File: src/rtl/imem_loader_pkg.sv
// ============================================================================
//  Module  : imem_pkg
//  Brief   : Shared loader FSM encoding and instruction-memory sizing constants.
//  Revision: 1.0
// ============================================================================
`default_nettype none

package imem_pkg;

    localparam int unsigned C_INSTR_WIDTH = 32;
    localparam int unsigned C_MAX_WORDS   = 256;
    localparam int unsigned C_CNT_WIDTH   = 16;

    typedef enum logic [2:0] {
        S_IDLE   = 3'd0,
        S_HDR_LO = 3'd1,
        S_HDR_HI = 3'd2,
        S_DATA   = 3'd3,
        S_WRITE  = 3'd4,
        S_CHECK  = 3'd5,
        S_DONE   = 3'd6,
        S_ERROR  = 3'd7
    } state_t;

    function automatic logic is_busy(input state_t s);
        return !(s inside {S_IDLE, S_DONE, S_ERROR});
    endfunction

endpackage

`default_nettype wire

File: src/rtl/imem_loader_if.sv
// ============================================================================
//  Module  : imem_loader_if
//  Brief   : Byte-stream handshake plus instruction-memory write port.
//  Revision: 1.0
// ============================================================================
`default_nettype none

interface imem_loader_if #(
    parameter int unsigned WIDTH = imem_pkg::C_INSTR_WIDTH
) ();
    logic             in_valid;
    logic [7:0]       in_data;
    logic             in_ready;
    logic             wr_en;
    logic [WIDTH-1:0] wr_addr;
    logic [WIDTH-1:0] wr_data;

    // master: byte source and memory side; slave: the loader
    modport master (
        output in_valid, in_data,
        input  in_ready, wr_en, wr_addr, wr_data
    );
    modport slave (
        input  in_valid, in_data,
        output in_ready, wr_en, wr_addr, wr_data
    );
endinterface

`default_nettype wire

File: src/rtl/imem_loader_packer.sv
// ============================================================================
//  Module  : imem_word_packer
//  Brief   : Shifts bytes into a little-endian 32-bit word and flags the 4th.
//  Revision: 1.0
// ============================================================================
`default_nettype none

module imem_word_packer (
    input  wire logic        clk,
    input  wire logic        rst_n,
    input  wire logic        clear,
    input  wire logic        byte_en,
    input  wire logic [7:0]  byte_in,
    output logic      [31:0] word,
    output logic             word_full
);
    logic [1:0]  idx_q, idx_d;
    logic [31:0] buf_q, buf_d;

    // Right shift: after four bytes the first one lands in bits 7:0
    always_comb begin
        idx_d = idx_q;
        buf_d = buf_q;
        if (clear) begin
            idx_d = '0;
            buf_d = '0;
        end else if (byte_en) begin
            idx_d = idx_q + 2'd1;
            buf_d = {byte_in, buf_q[31:8]};
        end
    end

    always_ff @(posedge clk or negedge rst_n) begin
        if (!rst_n) begin
            idx_q <= '0;
            buf_q <= '0;
        end else begin
            idx_q <= idx_d;
            buf_q <= buf_d;
        end
    end

    assign word      = buf_q;
    assign word_full = byte_en && (idx_q == 2'd3);

endmodule

`default_nettype wire

File: src/rtl/imem_loader.sv
// ============================================================================
//  Module  : imem_loader
//  Brief   : Fills instruction memory from a length-prefixed byte stream.
//            Optional trailing XOR checksum: IMEM_LOADER_CHECKSUM_EN.
//  Revision: 1.0
// ============================================================================
`default_nettype none

module imem_loader
    import imem_pkg::*;
#(
    parameter int unsigned WIDTH     = C_INSTR_WIDTH,
    parameter int unsigned MAX_WORDS = C_MAX_WORDS,
    parameter int unsigned CNT_WIDTH = C_CNT_WIDTH
) (
    input  wire logic                 clk,
    input  wire logic                 rst_n,
    input  wire logic                 start,
    imem_loader_if.slave              bus,
    output logic                      cpu_stall,
    output logic                      busy,
    output logic                      done,
    output logic                      error,
    output logic      [CNT_WIDTH-1:0] words_written
);

    state_t               state_q, state_d;
    logic [CNT_WIDTH-1:0] len_q, len_d;
    logic [CNT_WIDTH-1:0] cnt_q, cnt_d;
    logic                 stall_q, stall_d;

    logic                 w_in_ready;
    logic                 w_xfer;
    logic                 w_start_ok;
    logic [CNT_WIDTH-1:0] w_hdr_len;
    logic [31:0]          w_word;
    logic                 w_word_full;

    assign w_in_ready = state_q inside {S_HDR_LO, S_HDR_HI, S_DATA, S_CHECK};
    assign w_xfer     = bus.in_valid && w_in_ready;
    assign w_start_ok = start && !is_busy(state_q);
    assign w_hdr_len  = CNT_WIDTH'({bus.in_data, len_q[7:0]});

    imem_word_packer u_packer (
        .clk       (clk),
        .rst_n     (rst_n),
        .clear     (w_start_ok),
        .byte_en   (w_xfer && (state_q == S_DATA)),
        .byte_in   (bus.in_data),
        .word      (w_word),
        .word_full (w_word_full)
    );

`ifdef IMEM_LOADER_CHECKSUM_EN
    logic [7:0] xor_q, xor_d;

    always_comb begin
        xor_d = xor_q;
        if (w_start_ok) begin
            xor_d = '0;
        end else if (w_xfer && (state_q inside {S_HDR_LO, S_HDR_HI, S_DATA})) begin
            xor_d = xor_q ^ bus.in_data;
        end
    end

    always_ff @(posedge clk or negedge rst_n) begin
        if (!rst_n) xor_q <= '0;
        else        xor_q <= xor_d;
    end
`endif

    always_comb begin
        state_d = state_q;
        len_d   = len_q;
        cnt_d   = cnt_q;
        unique case (state_q)
            S_IDLE, S_DONE, S_ERROR: begin
                if (start) begin
                    state_d = S_HDR_LO;
                    len_d   = '0;
                    cnt_d   = '0;
                end
            end
            S_HDR_LO: begin
                if (w_xfer) begin
                    len_d   = CNT_WIDTH'(bus.in_data);
                    state_d = S_HDR_HI;
                end
            end
            S_HDR_HI: begin
                if (w_xfer) begin
                    len_d = w_hdr_len;
                    if (w_hdr_len == '0)                  state_d = S_DONE;
                    else if (32'(w_hdr_len) > MAX_WORDS)  state_d = S_ERROR;
                    else                                  state_d = S_DATA;
                end
            end
            S_DATA: begin
                if (w_word_full) state_d = S_WRITE;
            end
            S_WRITE: begin
                cnt_d = cnt_q + 1'b1;
                if (cnt_d == len_q) begin
`ifdef IMEM_LOADER_CHECKSUM_EN
                    state_d = S_CHECK;
`else
                    state_d = S_DONE;
`endif
                end else begin
                    state_d = S_DATA;
                end
            end
            S_CHECK: begin
`ifdef IMEM_LOADER_CHECKSUM_EN
                if (w_xfer) state_d = (bus.in_data == xor_q) ? S_DONE : S_ERROR;
`else
                state_d = S_IDLE;
`endif
            end
            default: state_d = S_IDLE;
        endcase
        stall_d = is_busy(state_d);
    end

    always_ff @(posedge clk or negedge rst_n) begin
        if (!rst_n) begin
            state_q <= S_IDLE;
            len_q   <= '0;
            cnt_q   <= '0;
            stall_q <= 1'b0;
        end else begin
            state_q <= state_d;
            len_q   <= len_d;
            cnt_q   <= cnt_d;
            stall_q <= stall_d;
        end
    end

    assign bus.in_ready  = w_in_ready;
    assign bus.wr_en     = (state_q == S_WRITE);
    assign bus.wr_addr   = WIDTH'({cnt_q, 2'b00});
    assign bus.wr_data   = WIDTH'(w_word);
    assign cpu_stall     = stall_q;
    assign busy          = is_busy(state_q);
    assign done          = (state_q == S_DONE);
    assign error         = (state_q == S_ERROR);
    assign words_written = cnt_q;

endmodule

`default_nettype wire

File: src/flat_wrapper.sv
// flat-port wrapper written by rule: the top's interface ports become plain ports
module imem_loader_flat import imem_pkg::*;
#(
    parameter int unsigned WIDTH     = C_INSTR_WIDTH,
    parameter int unsigned MAX_WORDS = C_MAX_WORDS,
    parameter int unsigned CNT_WIDTH = C_CNT_WIDTH
)
  (clk, rst_n, start, cpu_stall, busy, done, error, words_written, bus_in_valid, bus_in_data, bus_in_ready, bus_wr_en, bus_wr_addr, bus_wr_data);
  imem_loader_if #(.WIDTH(WIDTH)) bus_i ();
  input  wire logic clk;
  input  wire logic rst_n;
  input  wire logic start;
  output logic cpu_stall;
  output logic busy;
  output logic done;
  output logic error;
  output logic      [CNT_WIDTH-1:0] words_written;
  input wire logic [$bits(bus_i.in_valid)-1:0] bus_in_valid;
  input wire logic [$bits(bus_i.in_data)-1:0] bus_in_data;
  output wire logic [$bits(bus_i.in_ready)-1:0] bus_in_ready;
  output wire logic [$bits(bus_i.wr_en)-1:0] bus_wr_en;
  output wire logic [$bits(bus_i.wr_addr)-1:0] bus_wr_addr;
  output wire logic [$bits(bus_i.wr_data)-1:0] bus_wr_data;
  assign bus_i.in_valid = bus_in_valid;
  assign bus_i.in_data = bus_in_data;
  assign bus_in_ready = bus_i.in_ready;
  assign bus_wr_en = bus_i.wr_en;
  assign bus_wr_addr = bus_i.wr_addr;
  assign bus_wr_data = bus_i.wr_data;
  imem_loader #(.WIDTH(WIDTH), .MAX_WORDS(MAX_WORDS), .CNT_WIDTH(CNT_WIDTH)) u_core (.clk(clk), .rst_n(rst_n), .start(start), .bus(bus_i), .cpu_stall(cpu_stall), .busy(busy), .done(done), .error(error), .words_written(words_written));
endmodule
File: config.mk
export PLATFORM = sky130hd
export DESIGN_NAME = imem_loader_flat
export DESIGN_NICKNAME = d
export VERILOG_FILES = /design/src/rtl/imem_loader_pkg.sv /design/src/rtl/imem_loader_if.sv /design/src/rtl/imem_loader_packer.sv /design/src/rtl/imem_loader.sv /design/src/flat_wrapper.sv
export SDC_FILE = /design/constraint.sdc
export NUM_CORES = 1
export LEC_CHECK = 0
export CAP_MARGIN = 15
export CORE_MARGIN = 2
export CORE_UTILIZATION = 35
export DETAILED_ROUTE_END_ITERATION = 10
export GPL_TIMING_DRIVEN = 0
export PLACE_DENSITY = 0.63
export SLEW_MARGIN = 20
export SYNTH_ARGS = -nofsm -noshare
export SYNTH_HDL_FRONTEND = slang
export SYNTH_SLANG_ARGS = --single-unit
File: constraint.sdc
create_clock -name clk -period 6.08 [get_ports clk]
set_clock_uncertainty 0.15 [all_clocks]
set_input_delay 0.608 -clock clk [delete_from_list [all_inputs] [get_ports clk]]
set_output_delay 0.608 -clock clk [all_outputs]
set_load 0.005 [all_outputs]
==> results of run 1 <==
worst register-to-register path, stage by stage (launching register included):
cell     delay [ns]
dfrtp_1        0.55
ha_1           0.33
nand3_1        0.18
buf_2          0.24
nor2_1         0.17
o21ai_0        0.15
or4_4          0.57
nor4_4         0.30
a21oi_1        0.12
per-layer routing:
metal / part of all wire [%] / routed length, um / up-vias / track usage (%)
li1: - / - / 1830 / -
met1: 46 / 5080 / 1804 / 24.9
met2: 47 / 5190 / 113 / 28.6
met3: 5.3 / 589 / 17 / 2.34
met4: 2.2 / 239 / 0 / 7.57
met5: 0 / 0 / - / 0
registers in the layout, summed over array words and instances (netlist names):
| register | cells |
|---|---|
| u_core.u_packer.idx_q | 2 |
| u_core.state_q | 3 |
| u_core.cpu_stall | 1 |
| u_core.len_q | 16 |
| u_core.words_written | 16 |
| u_core.u_packer.word | 32 |
repair_timing:
item | CTS | global route
endpoints found under the hold margin | 13 | 0
buffers inserted | 0 | 0
hold buffers | 1 | 0
gates resized for setup | 0 | 0
setup endpoints to repair | 0 | 0
cells in the final DEF (no fill, tap or decap), types with 3 or more instances in the layout:
cell type,count
a31oi_1,4
dfrtp_1,70
nor3_1,7
nor2b_1,4
clkbuf_1,21
o21ai_0,39
nand4_1,4
nand2b_1,5
xnor2_1,11
o31ai_1,4
nor4_1,3
clkdlybuf4s50_1,80
nand3_1,29
inv_1,19
clkbuf_16,9
and4_1,3
mux2i_1,3
nand4_4,3
a21oi_1,40
clkbuf_8,3
conb_1,16
o21ai_1,9
and3_1,6
buf_2,8
buf_4,33
nand2_1,87
nor2_1,26
xor2_1,7
synthesized netlist by cell type (all sizes together) (2+ instances only):
cell type	instances
nand2	87
dfrtp	70
o21ai	48
buf	41
a21oi	40
nand3	29
nor2	26
clkbuf	21
inv	20
xnor2	11
nand4	7
nor3	7
xor2	7
and3	6
nor4	6
nand2b	5
a31oi	4
and4	4
nor2b	4
o31ai	4
mux2i	3
a311oi	2
a32o	2
and2	2
and3b	2
ha	2
nor3b	2
o2111ai	2
o221ai	2
o22ai	2
cells by family after synthesis:
logic type               after synthesis  synth area share, %
other                                  1               0.0924
multiplexers                           4                 1.02
AO/OA/AOI/OAI                        116                 16.8
buffers and inverters                 82                 10.8
AND/OR/NAND/NOR                      189                 23.7
XOR/XNOR                              18                 3.88
flip-flops                            70                 43.1
adder cells (fa/ha/maj)                2                0.616
final timing paths:
kind / start / end / slack (ns) / depth (start not counted)
setup reg to reg: u_core.words_written[0] / u_core.cpu_stall / 3.16 / 8
min in group asynchronous: rst_n / u_core.words_written[10] / 0.54 / 2
setup / recovery: u_core.state_q[1] / bus_wr_en / 2.60 / 6
hold / removal: u_core.u_packer.word[4] / u_core.u_packer.word[4] / 0.37 / 2
max in group asynchronous: rst_n / u_core.u_packer.word[1] / 4.69 / 3
hold reg to reg: u_core.u_packer.word[4] / u_core.u_packer.word[4] / 0.37 / 2
cell type report:
type                    count  area, sq um  share of cell area [%]
plain buffers              62          363                    6.67
well taps                 143          179                    3.29
inverters                  20         75.1                    1.38
clock inverters             4         30.0                   0.552
repair buffers             83          846                    15.6
clock buffers              12          267                    4.90
flip-flops and latches     70         1750                    32.2
multi-input cells         345         1930                    35.4
power by group:
| part | total [mW] | internal (mW) | switching [mW] |
|---|---|---|---|
| Clock | 0.508 | 0.310 | 0.198 |
| Sequential | 0.776 | 0.629 | 0.147 |
| Combinational | 1.06 | 0.514 | 0.549 |
==> results.py, run 1 <==
metrics = {
    "place": {
        "hpwl_mm": 8.28,
        "finalWeightedCongestion": 0.898,
        "dp_cells": 722,
        "port_buffers": 81,
        "postPlaceCellArea_sq_um": 5130,
        "placement.setup.worst_slack_ns": 2.95,
    },
    "critical_path": {
        "critPathLaunchType": "register",
        "critical_path.most_common_cell": "clkbuf_1",
        "timing.critical_path.required_ns": 5.32,
        "critical-path-slowest-cell": "clkdlybuf4s50_1",
        "critical_path.max_fanout": 10,
        "worst_path_dominant_cell_family": "buffers and inverters",
        "path_cells": "clkbuf_1 -> nor2_1 -> nand2_1 -> inv_2 -> clkbuf_1 -> clkdlybuf4s50_1",
        "critical_path_class": "reg2out",
        "worst_path_largest_cell_delay_ns": 0.61,
        "critical_path.endpoint_type": "primary output",
        "path_buf_inv": 4,
        "worstPathArrival_ns": 2.72,
    },
    "power": {
        "worst_case_vdd_ir_drop_mv": 0.207,
        "cellLeakagePower_nw": 2.37,
        "design_power_total_mw": 2.35,
        "power_per_cell_area_nw_per_um2": 432,
    },
    "global_routing": {
        "grt_antenna_before_repair": 0,
        "via_count_of_the_first_global_routing_pass": 3613,
        "grt_util_all_layers_pct": 18.0,
        "grt_pass1_wl_mm": 18.3,
        "grt_max_degree": 56,
        "overflow": 0,
    },
    "logic_synthesis": {
        "synth_area_sq_um": 4060,
        "synthesis.area_per_instance_sq_um": 8.42,
        "synth-seq-area-share_pct": 43.1,
        "post-synth-top-area-cell": "dfrtp_1",
        "synth.distinct_cells": 54,
        "synthesis.instances": 482,
        "synthesis.yosys.warnings": 0,
        "yosys_most_used_dff": "dfrtp_1",
        "synthTopCellsByArea": "dfrtp_1, nand2_1, buf_4",
        "synth_async_sr_flop_share_pct": 100,
        "synthDominantCellAreaShare_pct": 43.1,
        "synth.ff_latch_count": 70,
        "synth_edf_count": 0,
    },
    "final_layout": {
        "area_growth_pct": 33.9,
        "post_layout_nonfiller_instances": 739,
        "diodes": 0,
        "final_area_sq_um": 5440,
        "drive_above_1_share_pct": 11.9,
        "number_of_nets_in_the_layout": 605,
        "final_core_utilization_pct": 47.8,
        "fillerInstances": 1106,
    },
    "sta": {
        "final_period_minus_worst_setup_slack_ns": 3.48,
        "final.period_utilization_pct": 57.2,
        "worst_slew_margin_rel_pct": 51.7,
        "fin_worst_hold_slack_ns": 0.369,
        "final_max_slew_viol_count": 0,
        "timing.final.setup_violations": 0,
        "final_worst_path_setup_slack_ns": 2.60,
        "fmaxAchievable_mhz": 287,
        "tightestPinTransition_ns": 0.722,
        "hold_viol_final": 0,
        "fin_setup_tns_ns": 0,
        "setup_repair_after_global_routing_missed_its_margin": "no",
    },
    "routing": {
        "routed_via_density": 5.09,
        "drc": 0,
        "first_pass_iters": 5,
        "wl_per_cell_um": 15.0,
        "routed_wl_mm": 11.1,
        "initialDrtViolationCount": 240,
        "ant_nets": 0,
        "via_total_after_detailed_routing": 3764,
    },
    "clock_tree": {
        "cts_max_path_buffers": 2,
        "clock_sinks": 70,
        "clk_slew_on_worst_s_h_paths_ns": 0.06,
        "clock_insertion_delay_worst_skew_ns": 0.33,
        "cts_tree": "yes",
        "number_of_levels_the_h_tree_was_split_into": 3,
        "cts-buffers-inserted": 9,
        "root_buffer": "clkbuf_16",
    },
    "floorplanning": {
        "die_width_um": 112,
        "initial_core_utilization_pct": 35.7,
        "io-pin-count": 98,
        "design.die.area_sq_um": 12500,
        "core_area_sq_um": 11400,
        "die_height_um": 112,
        "placement_rows": 39,
    },
    "status": {
        "status": "finished clean",
    },
    "min_path": {
        "hold_class": "reg2reg",
    },
    "flow_run": {
        "max_cap_viol_count": 0,
    },
}
No activity file was read; power rests on OpenSTA's default activity.
==> inputs of run 2 (changes only) <==
==> constraint.sdc (replaced) <==
create_clock -name clk -period 3.6 [get_ports clk]
set_clock_uncertainty 0.15 [all_clocks]
set_input_delay 0.36 -clock clk [delete_from_list [all_inputs] [get_ports clk]]
set_output_delay 0.36 -clock clk [all_outputs]
set_load 0.005 [all_outputs]
==> results of run 2 <==
The final DEF is identical to that of run 1. Status: finished clean.
Main changes from that run: setup slack after placement 2.95 ns -> 0.715 ns; setup slack after layout 2.60 ns -> 0.369 ns; hold slack 0.369 ns -> 0.288 ns; register-to-register setup slack 3.16 ns -> 0.68 ns; total power 2.35 mW -> 3.96 mW; worst IR drop on VDD 0.207 mV -> 0.349 mV
